<file path="config.mk">
export PLATFORM = sky130hd
export DESIGN_NAME = ro_sense_ctrl
export DESIGN_NICKNAME = d
export VERILOG_FILES = /design/src/rtl/ro_sense_pkg.sv /design/src/rtl/ro_edge_sync.sv /design/src/rtl/ro_sense_ctrl.sv
export SDC_FILE = /design/constraint.sdc
export NUM_CORES = 1
export LEC_CHECK = 0
export ABC_AREA = 1
export BUFFER_PORTS_ARGS = -buffer_cell sky130_fd_sc_hd__clkbuf_2
export CAP_MARGIN = 25
export CORE_MARGIN = 8
export CORE_UTILIZATION = 59
export CTS_CLUSTER_DIAMETER = 40
export DETAILED_ROUTE_END_ITERATION = 8
export PLACE_DENSITY = 0.8
export SYNTH_ARGS = -nofsm -noshare
export SYNTH_HDL_FRONTEND = slang
export SYNTH_HIERARCHICAL = 1
export SYNTH_SLANG_ARGS = --single-unit
</file>
<file path="constraint.sdc">
create_clock -name mclk -period 3.8 [get_ports mclk]
set_input_delay 0.76 -clock mclk [delete_from_list [all_inputs] [get_ports mclk]]
set_output_delay 0.76 -clock mclk [all_outputs]
set_load 0.005 [all_outputs]
</file>
<file path="src/rtl/ro_sense_pkg.sv">
// Shared types and constants for the ring-oscillator sense controller.
package ro_sense_pkg;

   typedef enum logic [1:0] {
      StIdle,
      StWarmup,
      StMeasure,
      StDone
   } state_e;

   // Shortest warm-up the ring can be trusted to settle in.
   localparam int unsigned MIN_WARM = 3;

endpackage

</file>
<file path="src/rtl/ro_edge_sync.sv">
// Brings the free-running RO output into the mclk domain and flags its rising edges.
module ro_edge_sync (
   input  logic mclk,
   input  logic puc_rst,
   input  logic ro_out,
   output logic ro_edge
);

   logic sync1_q, sync2_q, prev_q;

   always_ff @(posedge mclk) begin
      if (puc_rst) begin
         sync1_q <= 1'b0;
         sync2_q <= 1'b0;
         prev_q  <= 1'b0;
      end else begin
         sync1_q <= ro_out;
         sync2_q <= sync1_q;
         prev_q  <= sync2_q;
      end
   end

   assign ro_edge = sync2_q & ~prev_q;

endmodule

</file>
<file path="src/rtl/ro_sense_ctrl.sv">
// Sequences one RO glitch sensor: enable, warm up, count edges over a window, band-check.
module ro_sense_ctrl
   import ro_sense_pkg::*;
#(
   parameter int unsigned CW       = 16,
   parameter int unsigned GW       = 16,
   parameter int unsigned WARM_CYC = 8
) (
   input  logic          mclk,
   input  logic          puc_rst,
   input  logic          start,
   input  logic          stop,
   input  logic          cont,
   input  logic [GW-1:0] gate_len,
   input  logic [CW-1:0] thr_lo,
   input  logic [CW-1:0] thr_hi,
   input  logic          alarm_clr,
   input  logic          ro_out,
   output logic          ro_en,
   output logic          busy,
   output logic          done,
   output logic [CW-1:0] count,
   output logic          alarm
);

   // Too short a warm-up lets the ring start counting before it oscillates cleanly.
   localparam int unsigned WarmEff = (WARM_CYC < MIN_WARM) ? MIN_WARM : WARM_CYC;
   localparam int unsigned WW = $clog2(WarmEff);
   localparam logic [WW-1:0] WarmLast = WW'(WarmEff - 1);
   localparam logic [CW-1:0] CntMax = {CW{1'b1}};

   state_e        state_q;
   logic [WW-1:0] warm_cnt_q;
   logic [GW-1:0] gate_cnt_q, gate_last_q;
   logic [CW-1:0] edge_cnt_q, thr_lo_q, thr_hi_q, count_q;
   logic          cont_q, ro_en_q, busy_q, done_q, alarm_q;

   logic          ro_edge;
   logic [CW-1:0] edge_cnt_inc;
   logic [GW-1:0] gate_last;
   logic          win_fail, hold_alarm;

   ro_edge_sync u_edge_sync (
      .mclk    (mclk),
      .puc_rst (puc_rst),
      .ro_out  (ro_out),
      .ro_edge (ro_edge)
   );

   always_comb begin
      edge_cnt_inc = edge_cnt_q;
      if (ro_edge && (edge_cnt_q != CntMax)) begin
         edge_cnt_inc = edge_cnt_q + 1'b1;
      end
      gate_last = (gate_len == '0) ? '0 : gate_len - 1'b1;
      win_fail  = (edge_cnt_inc < thr_lo_q) || (edge_cnt_inc > thr_hi_q);
      // A clear landing on the DONE cycle of a failing window must not hide that failure.
      hold_alarm = (state_q == StDone) && ((count_q < thr_lo_q) || (count_q > thr_hi_q));
   end

   always_ff @(posedge mclk) begin
      if (puc_rst) begin
         state_q     <= StIdle;
         warm_cnt_q  <= '0;
         gate_cnt_q  <= '0;
         gate_last_q <= '0;
         edge_cnt_q  <= '0;
         thr_lo_q    <= '0;
         thr_hi_q    <= '0;
         cont_q      <= 1'b0;
         ro_en_q     <= 1'b0;
         busy_q      <= 1'b0;
         done_q      <= 1'b0;
         count_q     <= '0;
         alarm_q     <= 1'b0;
      end else begin
         done_q <= 1'b0;
         if (alarm_clr && !hold_alarm) begin
            alarm_q <= 1'b0;
         end
         if (stop) begin
            state_q <= StIdle;
            ro_en_q <= 1'b0;
            busy_q  <= 1'b0;
         end else begin
            case (state_q)
               StIdle: begin
                  if (start) begin
                     state_q     <= StWarmup;
                     ro_en_q     <= 1'b1;
                     busy_q      <= 1'b1;
                     warm_cnt_q  <= '0;
                     cont_q      <= cont;
                     gate_last_q <= gate_last;
                     thr_lo_q    <= thr_lo;
                     thr_hi_q    <= thr_hi;
                  end
               end
               StWarmup: begin
                  if (warm_cnt_q == WarmLast) begin
                     state_q    <= StMeasure;
                     edge_cnt_q <= '0;
                     gate_cnt_q <= '0;
                  end else begin
                     warm_cnt_q <= warm_cnt_q + 1'b1;
                  end
               end
               StMeasure: begin
                  if (gate_cnt_q == gate_last_q) begin
                     state_q <= StDone;
                     done_q  <= 1'b1;
                     count_q <= edge_cnt_inc;
                     // Placed after the clear so a coincident set wins.
                     if (win_fail) begin
                        alarm_q <= 1'b1;
                     end
                  end else begin
                     gate_cnt_q <= gate_cnt_q + 1'b1;
                     edge_cnt_q <= edge_cnt_inc;
                  end
               end
               StDone: begin
                  if (cont_q) begin
                     state_q    <= StMeasure;
                     edge_cnt_q <= '0;
                     gate_cnt_q <= '0;
                  end else begin
                     state_q <= StIdle;
                     ro_en_q <= 1'b0;
                     busy_q  <= 1'b0;
                  end
               end
               default: begin
                  state_q <= StIdle;
                  ro_en_q <= 1'b0;
                  busy_q  <= 1'b0;
               end
            endcase
         end
      end
   end

   assign ro_en = ro_en_q;
   assign busy  = busy_q;
   assign done  = done_q;
   assign count = count_q;
   assign alarm = alarm_q;

endmodule

</file>
==> out/metrics.cfg, run 1 <==
[cts]
cts_tree=built
cts_resized=0
post-cts-setup-buffer-count=0
clk_pin_slew_ns=0.10
root_buffer=clkbuf_8
postCtsHoldBufs=0
h-tree-depth=3
clock_path_buffers=2
cts.sinks=108
cts_buffers=9
clk_latency_ns=0.40

[timing]
finalClockSkew_ns=0.0109
max_slew.worst_pin.slew_ns=0.798
hold_viol=0
timing.fmax_mhz=330
finalCriticalPeriod_ns=3.03
maxSlewHeadroom_pct=46.7
tns_ns=0
fin_crit_sh_pct=79.6
grt_setup_unrepaired=no
setup_viol=0
final_max_slew_viol_count=0

[layout]
num-nets-final=1076
area_growth_pct=9.94
fillers=970
stdcell_count=1099
antenna_cells=0
drive_gt1_share_pct=13.0

[global_routing]
grt_max_degree=80
grt_overflow_total=0
grt_pass1_vias=5646
grt.total_usage_pct=22.0
antenna_found_initial=0
grt_pass1_wl_mm=26.2

[route]
drt-met1-wl_mm=6.99
wl_per_cell_um=14.2
firstDrtPassIters=5
drc=0
wl_met3_um=760
postRouteAntennaNets=0
viasPerCell=5.41
num_vias=5949
drt-initial-drc-count=316
drt-total-wl_mm=15.6
top_layer=met4
wl_met2_mm=7.50

[critical_path]
r2r_slack_ns=0.77
crit_path_end=alarm
endpoint_kind=flop
startpoint=edge_cnt_q[0]
cp.required_ns=4.11
reg2reg_depth=20
timing.rr.start=edge_cnt_q[0]
worstReg2RegEnd=alarm
critPathLaunchType=flop
worst_ep_arrival_time_ns=3.34
cp_max_fo=10
criticalPathCategory=reg -> reg

[floorplan]
ios=75
design.core.area_mm2=0.0108
fp-row-count=38
chipHeight_um=121
die-area_mm2=0.0146
initial_core_util_pct=60.1
die_w_um=121

[synthesis]
synth-seq-area-share_pct=33.4
async_flop_share_pct=0
synth_nets=1013
ys_ff_latch=108
syn_inst=891
netlist_area_mm2=0.00648
synth_edf_count=0
syn_avg_cell_area_um2=7.27
synth-main-ff-cell=dfxtp_1
synth.distinct_cells=45
yosysWarnings=6

[power]
power_leakage_nw=3.13
power_w=0.00225
swShare_pct=28.7
seqPwrFrac_pct=52.8
internal_power_w=0.00161
ir_worst_vdd_uv=316
switching_power_w=0.000646
clockPowerShare_pct=31.9
p_comb_share_pct=15.3
power.density_mw_per_mm2=316

[placement]
dpl.hpwl_mm=12.0
gp_congestion=0.907
place_inst=1082
io_buffer_count=74

[hold_path]
hp-class=reg -> reg

[run_status]
outcome=finished, final reports clean

[job]
maxCapViolCount=0

power groups by stage:
stage	sequential [W]	combinational, W	clock [W]
6_report	0.00119	0.000344	0.000718
5_1_grt	0.00120	0.000391	0.000778
4_1_cts	0.00119	0.000342	0.000728
3_5_place_dp	0.00122	0.000341	0
3_3_place_gp	0.00122	0.000333	0
2_1_floorplan	0.00121	0.000244	0
placed cells by master, fill, tap and decap left out, drive strengths merged, types with 19 or more instances in the layout:
master / instances
dfxtp: 108
nand3: 28
inv: 102
xor2: 22
nand2: 187
ha: 67
nor2: 78
nor3: 19
a21oi: 117
clkbuf: 84
nand4: 19
o21ai: 67
layer usage:
layer,vias up,track usage (%)
met3,29,4.94
li1,3099,-
met5,-,0
met4,0,8.98
met2,123,38.2
met1,2698,25.7
cells in the mapped netlist (14+ instances only):
master / instances / area (um2)
nand2_1: 182 / 683
a21oi_1: 117 / 586
dfxtp_1: 108 / 2160
inv_1: 92 / 345
nor2_1: 75 / 282
ha_1: 67 / 838
o21ai_0: 52 / 260
nand3_1: 27 / 135
xor2_1: 22 / 193
xnor2_1: 18 / 158
nand4_1: 17 / 106
clkbuf_1: 16 / 60.1
nor3_1: 14 / 70.1
o21ai_1: 14 / 70.1
how the worst min path moves through the flow:
stage	end	depth (start not counted)	from
CTS	u_edge_sync/sync2_q	2	u_edge_sync/sync1_q
detailed placement	u_edge_sync/sync2_q	2	u_edge_sync/sync1_q
finish	u_edge_sync/sync2_q	2	u_edge_sync/sync1_q
floorplan	u_edge_sync/sync2_q	2	u_edge_sync/sync1_q
global route	u_edge_sync/sync2_q	2	u_edge_sync/sync1_q
global placement	u_edge_sync/sync2_q	2	u_edge_sync/sync1_q
worst max-delay path, cell delays in order (launching register included):
cell and delay (ns):
dfxtp_1 0.42, ha_1 0.21, nand2_1 0.07, nor2_1 0.12
nand2_2 0.09, o21ai_4 0.24, inv_2 0.14, nand4_1 0.15
xor2_1 0.19, inv_1 0.10, ha_1 0.30, a21oi_1 0.13
nor2_1 0.05, a211oi_1 0.16, o21ai_0 0.12, nand2_1 0.07
o2111ai_1 0.09, o41ai_1 0.09, nand2_1 0.09, nand2_1 0.06
nand2_1 0.04
flip-flops by register name, summed over array words and instances (netlist names), 2 cells and up:
signal,flops
count,16
edge_cnt_q,16
gate_cnt_q,16
gate_last_q,16
thr_hi_q,16
thr_lo_q,16
warm_cnt_q,3
state_q,2
kinds of logic after synthesis:
kind of cell / count (synthesis) / share of synthesized area [%]
AO/OA/AOI/OAI: 205 / 16.9
XOR/XNOR: 40 / 5.41
adder cells (fa/ha/maj): 67 / 12.9
buffers and inverters: 128 / 8.01
flip-flops: 108 / 33.4
AND/OR/NAND/NOR: 343 / 23.4
metrics by stage:
stage	util, %	hold WS [ns]	instance area (um2)	setup WS (ns)
2_1_floorplan	-	0.388	6480	1.10
3_3_place_gp	64.1	0.398	6910	0.885
3_5_place_dp	64.1	0.395	6910	0.785
4_1_cts	65.8	0.411	7110	0.792
5_1_grt	66.0	0.428	7130	0.385
6_report	66.0	0.410	7130	0.774
layout make-up:
type,instances,area (um2),share of cell area [%]
Multi-Input combinational cell,655,3800,53.3
Sequential cell,108,2160,30.3
Timing Repair Buffer,78,413,5.79
Inverter,102,384,5.39
Tap cell,140,175,2.46
Clock buffer,10,128,1.79
Clock inverter,6,63.8,0.896
Note: power is estimated with default switching activity, not from simulation.
==> run 2: changes to the inputs <==
Settings changed: ABC_AREA 1 to 0, PLACE_DENSITY 0.8 to 0.81.
Clock period 3.8 ns to 2.9 ns, I/O delays scaled along.
==> out/metrics.cfg, run 2 <==
[layout]
num-nets-final=988
drive_gt1_share_pct=17.1
area_growth_pct=13.4
final_cell_mix=134 x nand2_1, 101 x dfxtp_1, 78 x a21oi_1, 73 x clkbuf_2, 67 x ha_1
antenna_cells=0
layout_commonest_cell=nand2_1

[critical_path]
cp.required_ns=3.15
path_buf_inv=0
cp_max_fo=5
endpoint_kind=flop
timing.rr.start=edge_cnt_q[12]
criticalPathCategory=reg -> reg
cp_top_family=compound AO/OA/AOI/OAI gates
worst_ep_arrival_time_ns=3.06
critPathLaunchType=flop
startpoint=edge_cnt_q[12]
max_stage_delay_ns=0.38
crit_path_top_delay_cell=dfxtp_4
path_cells=and4_4, nand3_2, o21ai_2, mux2_4, ha_1, nor2b_1, o21a_1, o21a_1, o21ai_1, o2111ai_1, o2111ai_1, o211ai_1

[route]
firstDrtPassIters=5
num_vias=5990
drt-initial-drc-count=402
wl_per_cell_um=16.9
drt-total-wl_mm=17.1
drc=0
viasPerCell=5.92
postRouteAntennaNets=0

[synthesis]
async_flop_share_pct=0
synth_area_leader_cell=dfxtp_1
synth-main-ff-cell=dfxtp_1
synth_edf_count=0
syn_avg_cell_area_um2=8.09
synthTopCellsByCount=134 x nand2_1, 108 x dfxtp_1, 78 x a21oi_1
synth_top_area_share_pct=33.7
synthMostInstantiatedCell=nand2_1
yosysWarnings=6
synth_nets=915
ys_ff_latch=108
netlist_area_mm2=0.00641
synth_area_leaders=dfxtp_1 34%, ha_1 13%, nand2_1 7.8%
syn_inst=793
synth-seq-area-share_pct=33.7
synth.distinct_cells=57

[floorplan]
die-area_mm2=0.0145
fp-row-count=38
chipHeight_um=120
ios=75
die_w_um=120
design.core.area_mm2=0.0107
initial_core_util_pct=59.7

[timing]
finalCriticalPeriod_ns=2.82
timing.fmax_mhz=355
maxSlewHeadroom_pct=31.4
worst_slack_ns=0.0820
max_slew.worst_pin.slew_ns=1.03
finalClockSkew_ns=0.0126
fin_crit_sh_pct=97.2
final_max_slew_viol_count=0
hold_viol=0
tns_ns=0
setup_viol=0

[global_routing]
grt_max_degree=49
antenna_found_initial=0
grt_overflow_total=0
grt_pass1_wl_mm=28.4
grt_pass1_vias=5864
grt.total_usage_pct=23.9

[hold_path]
min_from=thr_hi[10]
hp-class=in -> reg

[placement]
dpl.hpwl_mm=13.2
gp_congestion=0.940
dp_slack_ns=-0.0461
io_buffer_count=74

[power]
power_w=0.00295
power.density_mw_per_mm2=405
power_leakage_nw=3.00
ir_worst_vdd_uv=278

[run_status]
outcome=finished, final reports clean

[cts]
clk_latency_ns=0.39
cts.sinks=108
h-tree-depth=3
root_buffer=clkbuf_8
cts_buffers=9
clock_path_buffers=2
clk_pin_slew_ns=0.11
cts_tree=built

[job]
maxCapViolCount=0

-- run 2: changes by cell type in the layout (fill, tap and decap cells not counted), moves of 9 or more --
cell	before	now
nor2_1	75	57
nand2_1	182	134
xnor2_1	18	35
o21ai_1	14	1
nor2b_1	0	10
nand3_1	27	12
a22oi_1	2	24
o21ai_0	52	16
a21oi_1	117	78
inv_2	9	0
xor2_1	22	13
inv_1	92	47
nand2b_1	0	9
buf_4	3	24
-- run 2: logic make-up after synthesis --
family,synth area share (%)
simple gates,23.3
compound gates,16.6
flops,33.7
buf+inv,5.31
fa+ha+maj,13.1
xor+xnor,6.96
mux,0.975
-- run 2: per-layer routing --
metal	wire length [um]	GRT usage (%)	up-vias
met3	1120	4.57	50
met5	0	0	-
li1	-	-	2909
met1	7020	28.6	2807
met2	8400	41.4	224
met4	569	9.76	0
-- run 2: final timing paths --
check / to / slack (ns) / depth (start not counted)
worst max register to register: alarm / 0.08 / 12
worst min register to register: thr_lo_q[12] / 0.46 / 2
worst max-delay path: alarm / 0.08 / 12
worst min-delay path: thr_hi_q[10] / 0.40 / 3
-- run 2: report_power, final --
| part | leakage (nW) | switching, W | internal (W) |
|---|---|---|---|
| Combinational | 2.01 | 0.000215 | 0.000147 |
| Clock | 0.115 | 0.000553 | 0.000495 |
| Sequential | 0.880 | 0.0000225 | 0.00152 |
-- run 2: per-stage QoR --
stage                     area, um2  utilization [%]  hold slack, ns  cells
after global placement         6990             65.0           0.425    995
after detailed placement       6990             65.0           0.424    995
after floorplan                6410                -           0.414    793
after global routing           7270             67.7           0.393   1011
after CTS                      7210             67.1           0.390   1011
final                          7270             67.7           0.398   1011
-- run 2: layout make-up --
type,count,area [um2]
Inverter,47,176
Timing Repair Buffer,98,551
Multi-Input combinational cell,602,3970
Fill cell,925,3470
Clock buffer,9,124
Tap cell,140,175
Clock inverter,7,98.8
Sequential cell,108,2180
-- run 2: repair_timing --
action / 4_1_cts / 5_1_grt
setup endpoints to repair: 1 / 1
gates resized for setup: 4 / 17
hold endpoints to repair: 0 / 0
pin swaps: 0 / 2
buffers inserted: 0 / 0
hold buffers: 0 / 0
-- run 2: worst min-delay path, delay by kind of cell --
kind,cells,cell delay (ns)
AOI/OAI and AO/OA,1,0.05
buffers and inverters,1,0.08
and+or+nand+nor,1,0.04
